$ cat src/rtl/me_stage_vlat.sv
// Memory stage between EX and WB for a variable-latency req/addr_ok/data_ok bus; extracts load data, raises ALE, forwards to ID/EX.
// Latency: non-memory/excepting ops leave the cycle after capture; memory ops take one REQ cycle per addr_ok wait, then WAIT until data_ok.
// Backpressure: wb_allow_in low parks a finished result in a hold register (DONE); me_allow_in drops until WB accepts.
// Optional macro ME_FWD_BYPASS_EN: forward load data combinationally in the data_ok cycle instead of waiting for DONE.
module me_stage_vlat #(
    parameter int                 XLEN     = 32,
    parameter int                 DEST_W   = 5,
    parameter int                 EXCP_W   = 6,
    parameter logic [EXCP_W-1:0]  ALE_CODE = 6'h09,
    parameter int                 DISC_W   = 2
) (
    input  logic                clk,
    input  logic                resetn,
    input  logic                ex_valid,
    output logic                me_allow_in,
    input  logic [31:0]         ex_pc,
    input  logic [XLEN-1:0]     ex_result,
    input  logic [XLEN-1:0]     ex_wdata,
    input  logic                ex_mem_re,
    input  logic                ex_mem_we,
    input  logic [1:0]          ex_mem_size,
    input  logic                ex_mem_sext,
    input  logic                ex_gr_we,
    input  logic [DEST_W-1:0]   ex_dest,
    input  logic                ex_excp_en,
    input  logic [EXCP_W-1:0]   ex_excp_num,
    input  logic                flush,
    output logic                data_req,
    output logic                data_wr,
    output logic [1:0]          data_size,
    output logic [XLEN/8-1:0]   data_wstrb,
    output logic [31:0]         data_addr,
    output logic [XLEN-1:0]     data_wdata,
    input  logic                data_addr_ok,
    input  logic                data_data_ok,
    input  logic [XLEN-1:0]     data_rdata,
    input  logic                wb_allow_in,
    output logic                wb_valid,
    output logic [31:0]         wb_pc,
    output logic                wb_gr_we,
    output logic [DEST_W-1:0]   wb_dest,
    output logic [XLEN-1:0]     wb_result,
    output logic                wb_excp_en,
    output logic [EXCP_W-1:0]   wb_excp_num,
    output logic                me_excp,
    output logic [DEST_W-1:0]   me_dest,
    output logic                me_fwd_valid,
    output logic [XLEN-1:0]     me_fwd_data
);

    localparam int NB    = XLEN / 8;
    localparam int OFF_W = $clog2(NB);
    localparam logic [DISC_W-1:0] DISC_MAX = '1;

    typedef enum logic [1:0] {
        S_IDLE = 2'd0,
        S_REQ  = 2'd1,
        S_WAIT = 2'd2,
        S_DONE = 2'd3
    } state_t;

    state_t              state;
    logic                me_valid;
    logic [31:0]         pc_q;
    logic [XLEN-1:0]     result_q;
    logic [XLEN-1:0]     wdata_q;
    logic                mem_re_q;
    logic                mem_we_q;
    logic [1:0]          size_q;
    logic                sext_q;
    logic                gr_we_q;
    logic [DEST_W-1:0]   dest_q;
    logic                excp_en_q;
    logic [EXCP_W-1:0]   excp_num_q;
    logic [XLEN-1:0]     hold_q;
    logic [DISC_W-1:0]   disc_cnt;
    logic                orphan;

    // Dword is only a legal size on a 64-bit datapath; otherwise it always faults.
    function automatic logic misaligned(input logic [1:0] sz, input logic [2:0] a);
        logic m;
        case (sz)
            2'd0:    m = 1'b0;
            2'd1:    m = a[0];
            2'd2:    m = |a[1:0];
            default: m = (XLEN != 64) | (|a);
        endcase
        return m;
    endfunction

    function automatic logic [NB-1:0] size_mask(input logic [1:0] sz);
        logic [NB-1:0] m;
        m = '0;
        case (sz)
            2'd0:    m[0]   = 1'b1;
            2'd1:    m[1:0] = 2'b11;
            2'd2:    m[3:0] = 4'hf;
            default: m      = '1;
        endcase
        return m;
    endfunction

    function automatic logic [XLEN-1:0] replicate(input logic [1:0] sz, input logic [XLEN-1:0] d);
        logic [XLEN-1:0] r;
        case (sz)
            2'd0:    r = {NB{d[7:0]}};
            2'd1:    r = {(NB/2){d[15:0]}};
            2'd2:    r = {(NB/4){d[31:0]}};
            default: r = d;
        endcase
        return r;
    endfunction

    // Shift the addressed lane down to bit 0, then zero/sign-extend by access size.
    function automatic logic [XLEN-1:0] extract(input logic [XLEN-1:0] rd, input logic [OFF_W-1:0] off,
                                                input logic [1:0] sz, input logic sx);
        logic [XLEN-1:0] lane;
        logic [XLEN-1:0] keep;
        logic            sb;
        lane = rd >> {off, 3'b000};
        keep = '0;
        case (sz)
            2'd0:    begin keep[7:0]  = '1; sb = lane[7];  end
            2'd1:    begin keep[15:0] = '1; sb = lane[15]; end
            2'd2:    begin keep[31:0] = '1; sb = lane[31]; end
            default: begin keep       = '1; sb = 1'b0;     end
        endcase
        return (lane & keep) | ({XLEN{sx & sb}} & ~keep);
    endfunction

    logic               is_mem;
    logic               ale;
    logic               excp_any;
    logic               resp;
    logic               drain;
    logic               disc_inc;
    logic [XLEN-1:0]    ext_data;
    logic               ready_go;
    logic               cap;
    logic               ex_is_mem;
    logic               ex_exc;
    logic               issue_ok;
    logic               launch_new;
    logic               launch_old;
    logic               launch;
    logic               nx_we;
    logic [1:0]         nx_size;
    logic [31:0]        nx_addr;
    logic [XLEN-1:0]    nx_wdata;
    logic               load_fwd;
    logic               fwd_ok;
    logic [XLEN-1:0]    fwd_src;

    assign is_mem    = mem_re_q | mem_we_q;
    assign ale       = is_mem & misaligned(size_q, result_q[2:0]);
    assign excp_any  = excp_en_q | ale;
    // A response belongs to the current op only once all orphaned responses have drained.
    assign resp      = data_data_ok & (disc_cnt == '0);
    assign drain     = data_data_ok & (disc_cnt != '0);
    assign ext_data  = extract(data_rdata, result_q[OFF_W-1:0], size_q, sext_q);

    // Stage completion per FSM state.
    always_comb begin
        ready_go = 1'b0;
        case (state)
            S_IDLE:  ready_go = me_valid & (!is_mem | excp_any);
            S_REQ:   ready_go = 1'b0;
            S_WAIT:  ready_go = resp;
            S_DONE:  ready_go = 1'b1;
            default: ready_go = 1'b0;
        endcase
    end

    assign me_allow_in = !me_valid | (ready_go & wb_allow_in);
    assign cap         = ex_valid & me_allow_in & !flush;
    assign ex_is_mem   = ex_mem_re | ex_mem_we;
    assign ex_exc      = ex_excp_en | (ex_is_mem & misaligned(ex_mem_size, ex_result[2:0]));
    assign issue_ok    = (disc_cnt != DISC_MAX) & !orphan;
    assign launch_new  = cap & ex_is_mem & !ex_exc & issue_ok;
    // A memory op sitting valid in IDLE was captured while issue was blocked.
    assign launch_old  = !flush & me_valid & (state == S_IDLE) & is_mem & !excp_any & issue_ok;
    assign launch      = ((state == S_IDLE) & (launch_new | launch_old)) |
                         ((((state == S_WAIT) & resp) | (state == S_DONE)) & wb_allow_in & launch_new);

    assign nx_we       = launch_new ? ex_mem_we   : mem_we_q;
    assign nx_size     = launch_new ? ex_mem_size : size_q;
    assign nx_addr     = launch_new ? ex_result[31:0] : result_q[31:0];
    assign nx_wdata    = launch_new ? ex_wdata    : wdata_q;

    // Orphans count on the flush edge if the request already went out, else when the held request is accepted.
    assign disc_inc    = (flush & (((state == S_REQ) & data_addr_ok) | ((state == S_WAIT) & !resp))) |
                         (orphan & data_addr_ok);

    // Result mux: hold register in DONE, pass-through load data in WAIT, ALU result otherwise.
    always_comb begin
        wb_result = result_q;
        case (state)
            S_DONE:  wb_result = hold_q;
            S_WAIT:  wb_result = mem_re_q ? ext_data : result_q;
            default: wb_result = result_q;
        endcase
    end

    assign wb_valid    = me_valid & ready_go;
    assign wb_pc       = pc_q;
    assign wb_dest     = dest_q;
    assign wb_excp_en  = me_valid & excp_any;
    assign wb_excp_num = !wb_excp_en ? '0 : (excp_en_q ? excp_num_q : ALE_CODE);
    assign wb_gr_we    = gr_we_q & !wb_excp_en;
    assign me_excp     = me_valid & excp_any;
    assign me_dest     = (me_valid & gr_we_q) ? dest_q : '0;

    assign load_fwd    = mem_re_q & !excp_any;
`ifdef ME_FWD_BYPASS_EN
    assign fwd_ok      = (state == S_DONE) | ((state == S_WAIT) & resp);
    assign fwd_src     = wb_result;
`else
    // No path from data_rdata to the forwarding network; loads forward from the hold register.
    assign fwd_ok      = (state == S_DONE);
    assign fwd_src     = (state == S_DONE) ? hold_q : result_q;
`endif
    assign me_fwd_valid = me_valid & (!load_fwd | fwd_ok);
    assign me_fwd_data  = (me_valid & gr_we_q) ? fwd_src : '0;

    // Pipeline capture, orphan counter, bus request registers and FSM.
    always_ff @(posedge clk) begin
        if (!resetn) begin
            state      <= S_IDLE;
            me_valid   <= 1'b0;
            pc_q       <= '0;
            result_q   <= '0;
            wdata_q    <= '0;
            mem_re_q   <= 1'b0;
            mem_we_q   <= 1'b0;
            size_q     <= '0;
            sext_q     <= 1'b0;
            gr_we_q    <= 1'b0;
            dest_q     <= '0;
            excp_en_q  <= 1'b0;
            excp_num_q <= '0;
            hold_q     <= '0;
            disc_cnt   <= '0;
            orphan     <= 1'b0;
            data_req   <= 1'b0;
            data_wr    <= 1'b0;
            data_size  <= '0;
            data_addr  <= '0;
            data_wstrb <= '0;
            data_wdata <= '0;
        end else begin
            if (disc_inc && !drain) begin
                if (disc_cnt != DISC_MAX) disc_cnt <= disc_cnt + 1'b1;
            end else if (drain && !disc_inc) begin
                disc_cnt <= disc_cnt - 1'b1;
            end

            if (flush)            me_valid <= 1'b0;
            else if (me_allow_in) me_valid <= ex_valid;

            if (cap) begin
                pc_q       <= ex_pc;
                result_q   <= ex_result;
                wdata_q    <= ex_wdata;
                mem_re_q   <= ex_mem_re;
                mem_we_q   <= ex_mem_we;
                size_q     <= ex_mem_size;
                sext_q     <= ex_mem_sext;
                gr_we_q    <= ex_gr_we;
                dest_q     <= ex_dest;
                excp_en_q  <= ex_excp_en;
                excp_num_q <= ex_excp_num;
            end

            if (orphan && data_addr_ok) begin
                orphan   <= 1'b0;
                data_req <= 1'b0;
            end

            if (flush) begin
                state <= S_IDLE;
                if (state == S_REQ) begin
                    if (data_addr_ok) data_req <= 1'b0;
                    else              orphan   <= 1'b1;
                end
            end else begin
                case (state)
                    S_IDLE: if (launch) state <= S_REQ;
                    S_REQ: begin
                        if (data_addr_ok) begin
                            state    <= S_WAIT;
                            data_req <= 1'b0;
                        end
                    end
                    S_WAIT: begin
                        if (resp) begin
                            if (wb_allow_in) begin
                                state <= launch ? S_REQ : S_IDLE;
                            end else begin
                                state  <= S_DONE;
                                hold_q <= mem_re_q ? ext_data : result_q;
                            end
                        end
                    end
                    S_DONE: if (wb_allow_in) state <= launch ? S_REQ : S_IDLE;
                    default: state <= S_IDLE;
                endcase
            end

            if (launch) begin
                data_req   <= 1'b1;
                data_wr    <= nx_we;
                data_size  <= nx_size;
                data_addr  <= nx_addr;
                data_wstrb <= size_mask(nx_size) << nx_addr[OFF_W-1:0];
                data_wdata <= replicate(nx_size, nx_wdata);
            end
        end
    end

endmodule
$ cat config.mk
export PLATFORM = sky130hd
export DESIGN_NAME = me_stage_vlat
export DESIGN_NICKNAME = d
export VERILOG_FILES = /design/src/rtl/me_stage_vlat.sv
export SDC_FILE = /design/constraint.sdc
export NUM_CORES = 1
export LEC_CHECK = 0
export BUFFER_PORTS_ARGS = -buffer_cell sky130_fd_sc_hd__buf_2
export CAP_MARGIN = 30
export CELL_PAD_IN_SITES_DETAIL_PLACEMENT = 0
export CELL_PAD_IN_SITES_GLOBAL_PLACEMENT = 1
export CORE_MARGIN = 4
export CORE_UTILIZATION = 39
export DETAILED_ROUTE_END_ITERATION = 10
export GPL_TIMING_DRIVEN = 0
export PLACE_DENSITY = 0.94
export SYNTH_ARGS = -nofsm -noshare
export SYNTH_HDL_FRONTEND = slang
export SYNTH_SLANG_ARGS = --single-unit
$ cat constraint.sdc
create_clock -name clk -period 5.6 [get_ports clk]
set_clock_uncertainty 0.2 [all_clocks]
set_input_delay 0.56 -clock clk [delete_from_list [all_inputs] [get_ports clk]]
set_output_delay 0.56 -clock clk [all_outputs]
set_load 0.05 [all_outputs]
# After elaboration in Yosys (flattened, before gate mapping)
# Cells that the tools add are included.
# word_totals
input_bits	153
register_bits	224
# classes
add_sub_neg	2
bitwise	51
n_eq_ne	14
n_reduce_logical	29
n_mux	44
shift	2
# ops
cell	n
$mux W32	5
$pmux W32 S2	2
$and A32 B32 Y32	2
$and A1 B1 Y1	32
$not A32 Y32	1
$or A32 B32 Y32	1
$shr A32 B5 Y32	1
$mux W2	12
$mux W16	1
$mux W1	15
$mux W6	2
$or A1 B1 Y1	12
$logic_not A1 Y1	11
$logic_not A2 Y1	5
$ne A2 B2 Y1 const B	5
$reduce_or A2 Y1	5
$pmux W1 S3	3
$eq A2 B1 Y1 const B	4
$eq A2 B2 Y1 const B	4
$mux W8	1
$pmux W2 S4	1
$reduce_and A4 Y1	2
$mux W5	1
$pmux W1 S4	1
other kinds (8)	13

# Logic depth before layout (Yosys ltp)
# depth
word_depth	21
depth_mapped	10

# Worst setup path after synthesis
# OpenSTA, ideal clock, no wires.
# synth_timing
path_type	flip-flop to output port
start	register result_q[1]
end	output port wb_result[30]
arrival_ns	2.570
n_path_buf	3
stages_incl_launch_ff	10
t_required_ns	4.840
setup_slack_ns	2.270
path_cell_list	dfxtp_1 > buf_2 > nor2b_1 > clkbuf_1 > a2bb2oi_1 > a2111o_1 > nand2_1 > buf_2 > o22ai_1 > o221ai_1
# synth_between
elab_chain_len	7
word_cells_on_any_way	8
classes_between	shift: 1; mux: 3; bitwise: 4
# synth_rtl
item	line	text
from (decl)	65	logic [XLEN-1:0] result_q;
from (signal assigned)	262	result_q <= ex_result;
$shr A32 B5 Y32 *	120	lane = rd >> {off, 3'b000};
$pmux W1 S3	122	case (sz)
$and A1 B1 Y1	128	return (lane & keep) | ({XLEN{sx & sb}} & ~keep);
$and A32 B32 Y32	128	
$or A32 B32 Y32 *	128	
$mux W32 *	199	S_WAIT: wb_result = mem_re_q ? ext_data : result_q;
$pmux W32 S2 *	197	case (state)
to (decl)	42	output logic [XLEN-1:0] wb_result,
# Mark *: on every way between the ends. The rest lies on a longest branch, timed or not.

# Worst setup path in the final report
# layout_timing
start	register result_q[0]
end	output port wb_result[31]
# The elaborated chain is that of the path after synthesis.

==> impl_metrics.toml <==
[run_status]
status = "finished clean"

[global_routing]
grt_remaining_overflow = 0
first_pass_grt_wire_length_um = 72100
grt_antenna_before_repair = 1
largest_net_degree_at_the_start_of_global_routing = 14
global_route.usage.total = 0.292
first_global_vias = 12100

[placement]
post-dp-hpwl_um = 37100
gpl_wtd_cong = 0.973
dpl.cell_count = 2268
port_buffers = 340

[cts]
clk_latency_ps = 520
max_h_tree_level = 1
sinks_on_the_clock_net = 224
clkTransAtPathRegs_ps = 60
numCtsBuffers = 25
cts.repair_timing.setup_buffer_count = 0
clk_root_buffer_cell = "sky130_fd_sc_hd__clkbuf_16"
postCtsResizedCells = 0
clock_tree_from_tritoncts = "done"
cts_buffer_depth = 3
cts_hold_buffers = 0

[worst_setup_path]
critPathMaxFanout = 10
worst_ep_required_time_ps = 4840
ff2ff_setup_slack_ps = 2410
reg2reg_depth = 8
critPathKind = "reg -> out"
arrival_ps = 3650
worstReg2RegEnd = "data_wdata[28]"
critPathCaptureType = "output pin"
worstSetupStartpointType = "flop"
reg2reg_from = "disc_cnt[0]"

[timing]
worst_slew_margin_rel = 0.291
final-hold-violation-count = 0
timing.setup.tns_ps = 0
finalWorstPathRequiredPeriod_ps = 4410
worst_slew_pin_slew_ps = 1060
max_freq_mhz = 227
grt_setup_unrepaired = "no"
layout_worst_path_cycle_share = 0.788
report.final.setup_viol = 0
final-max-slew-violation-count = 0

[synth]
syn-num-nets = 1703
number_of_flops_mapped_to_enable_cells_by_yosys = 0
synth-warning-count = 0
async_reset_ff_frac = 0
synth_area_per_cell_sq_um = 7.22
synth.ff_latch_count = 224
netlist_area_sq_um = 11200
yosysUniqueCellTypes = 57
sequential_fraction_of_the_synthesis_area = 0.401
synthCells = 1550
synthFlopType = "sky130_fd_sc_hd__dfxtp_1"

[finish]
instances_no_fill = 2312
layout.cells.most_common = "sky130_fd_sc_hd__nand2_1"
area_growth_pct = 27.6
nFillCells = 2846
mostFrequentLayoutCells = "428 x sky130_fd_sc_hd__nand2_1, 373 x sky130_fd_sc_hd__buf_2, 282 x sky130_fd_sc_hd__a21oi_1"
layout.nets = 2070
seq_area_sq_um = 4480
drive_above_1_share = 0.230
total_area_of_multi_input_combinational_cells_sq_um = 6040

[floorplanning]
io_pins = 343
floorplan.die_area_sq_um = 31500
row_cnt = 61
fp.dieW_um = 177
start_util = 0.400
coreArea_sq_um = 28000
dieHeight_um = 177

[hold_path]
hold_path_startpoint = "ex_pc[20]"
min_delay_worst_endpoint = "wb_pc[20]"
hold-path-cell-count = 3
hp-class = "in -> reg"

[pwr]
p_per_cell_area_nw_per_um2 = 303
p_leak_uw = 0.00597
ir_worst_vdd_v = 0.000150

[routing]
drt-initial-drc-count = 1411
wirelength_um = 48700
drtAntennaViolNets = 0
vias_per_cell = 5.66
drc = 0
num_vias = 13100
drt_first_pass_iters = 6
wl_per_cell_um = 21.1

[job]
max_cap_violations = 0
## synth_stat cells, types with 10 or more instances
master | number | share of area
sky130_fd_sc_hd__nand2_1 | 428 | 0.14
sky130_fd_sc_hd__o221ai_1 | 16 | 0.013
sky130_fd_sc_hd__buf_1 | 11 | 0.0037
sky130_fd_sc_hd__and3_1 | 10 | 0.0056
sky130_fd_sc_hd__mux2i_1 | 54 | 0.048
sky130_fd_sc_hd__buf_2 | 33 | 0.015
sky130_fd_sc_hd__clkbuf_1 | 85 | 0.029
sky130_fd_sc_hd__mux2_2 | 14 | 0.014
sky130_fd_sc_hd__o22ai_1 | 17 | 0.0095
sky130_fd_sc_hd__a211oi_1 | 17 | 0.011
sky130_fd_sc_hd__nor2_1 | 46 | 0.015
sky130_fd_sc_hd__inv_1 | 25 | 0.0084
sky130_fd_sc_hd__and2_1 | 14 | 0.0078
sky130_fd_sc_hd__o21a_1 | 12 | 0.0080
sky130_fd_sc_hd__dfxtp_1 | 224 | 0.40
sky130_fd_sc_hd__a21oi_1 | 282 | 0.13
sky130_fd_sc_hd__o21ai_0 | 121 | 0.054
sky130_fd_sc_hd__nand3_1 | 49 | 0.022
## worst max path at each step
stage                              start             to  slack [ps]
after detailed placement  data_rdata[31]  wb_result[31]        1790
after CTS                    result_q[0]  wb_result[31]        1310
after global routing         result_q[0]  wb_result[31]        1020
after floorplan              result_q[1]  wb_result[30]        2270
final                        result_q[0]  wb_result[31]        1190
after global placement    data_rdata[31]  wb_result[31]        1730
## per-stage QoR
step           total power [uW]  instance area, sq um   util  hold WS, ps  setup slack [ps]
6_report                   4330                 14300  0.510         65.6              1190
4_1_cts                    4340                 14300  0.510         50.1              1310
3_5_place_dp               2520                 13400  0.477          240              1790
3_3_place_gp               2510                 13400  0.477          235              1730
5_1_grt                    4480                 14300  0.510         62.3              1020
2_1_floorplan              2240                 11200      -          227              2270
## registers in the layout (all words and copies together), names as in the netlist, 2 cells and up
register,cells
data_addr,32
wb_dest,5
disc_cnt,2
state,2
hold_q,32
wb_pc,32
excp_num_q,6
size_q,2
result_q,32
data_size,2
wdata_q,32
data_wdata,32
data_wstrb,4
## routing by layer
metal,wire [um],part of all wire,track usage
met1,20000,0.41,0.396
met2,22300,0.46,0.471
met3,4720,0.097,0.0520
met4,1760,0.036,0.0973
met5,9,0.00018,0
## layout make-up
type / instances / share of cell area
Sequential cell: 224 / 0.314
Inverter: 26 / 0.00683
Timing Repair Buffer: 340 / 0.119
Antenna cell: 1 / 0.000175
Buffer: 135 / 0.0400
Multi-Input combinational cell: 1165 / 0.423
Clock buffer: 36 / 0.0523
Clock inverter: 7 / 0.0115
Tap cell: 378 / 0.0331
## critical path, stage by stage (launching register included)
cell and delay (ps):
sky130_fd_sc_hd__dfxtp_1 520, sky130_fd_sc_hd__nor2b_1 180, sky130_fd_sc_hd__clkbuf_1 300, sky130_fd_sc_hd__a2bb2oi_1 190
sky130_fd_sc_hd__a2111o_1 430, sky130_fd_sc_hd__nand2_1 310, sky130_fd_sc_hd__buf_2 320, sky130_fd_sc_hd__o22ai_1 140
sky130_fd_sc_hd__o221ai_1 370, sky130_fd_sc_hd__buf_2 350
## logic make-up after synthesis
group | share of synthesized area
simple gates | 0.215
compound gates | 0.260
flops | 0.401
buf+inv | 0.0597
mux | 0.0644
## power by group
| part | leakage [uW] | internal, uW | switching (uW) |
|---|---|---|---|
| clock network | 0.000448 | 1150 | 679 |
| logic | 0.00370 | 218 | 557 |
| registers | 0.00182 | 1660 | 59.9 |
No activity file was read; power rests on OpenSTA's default activity.
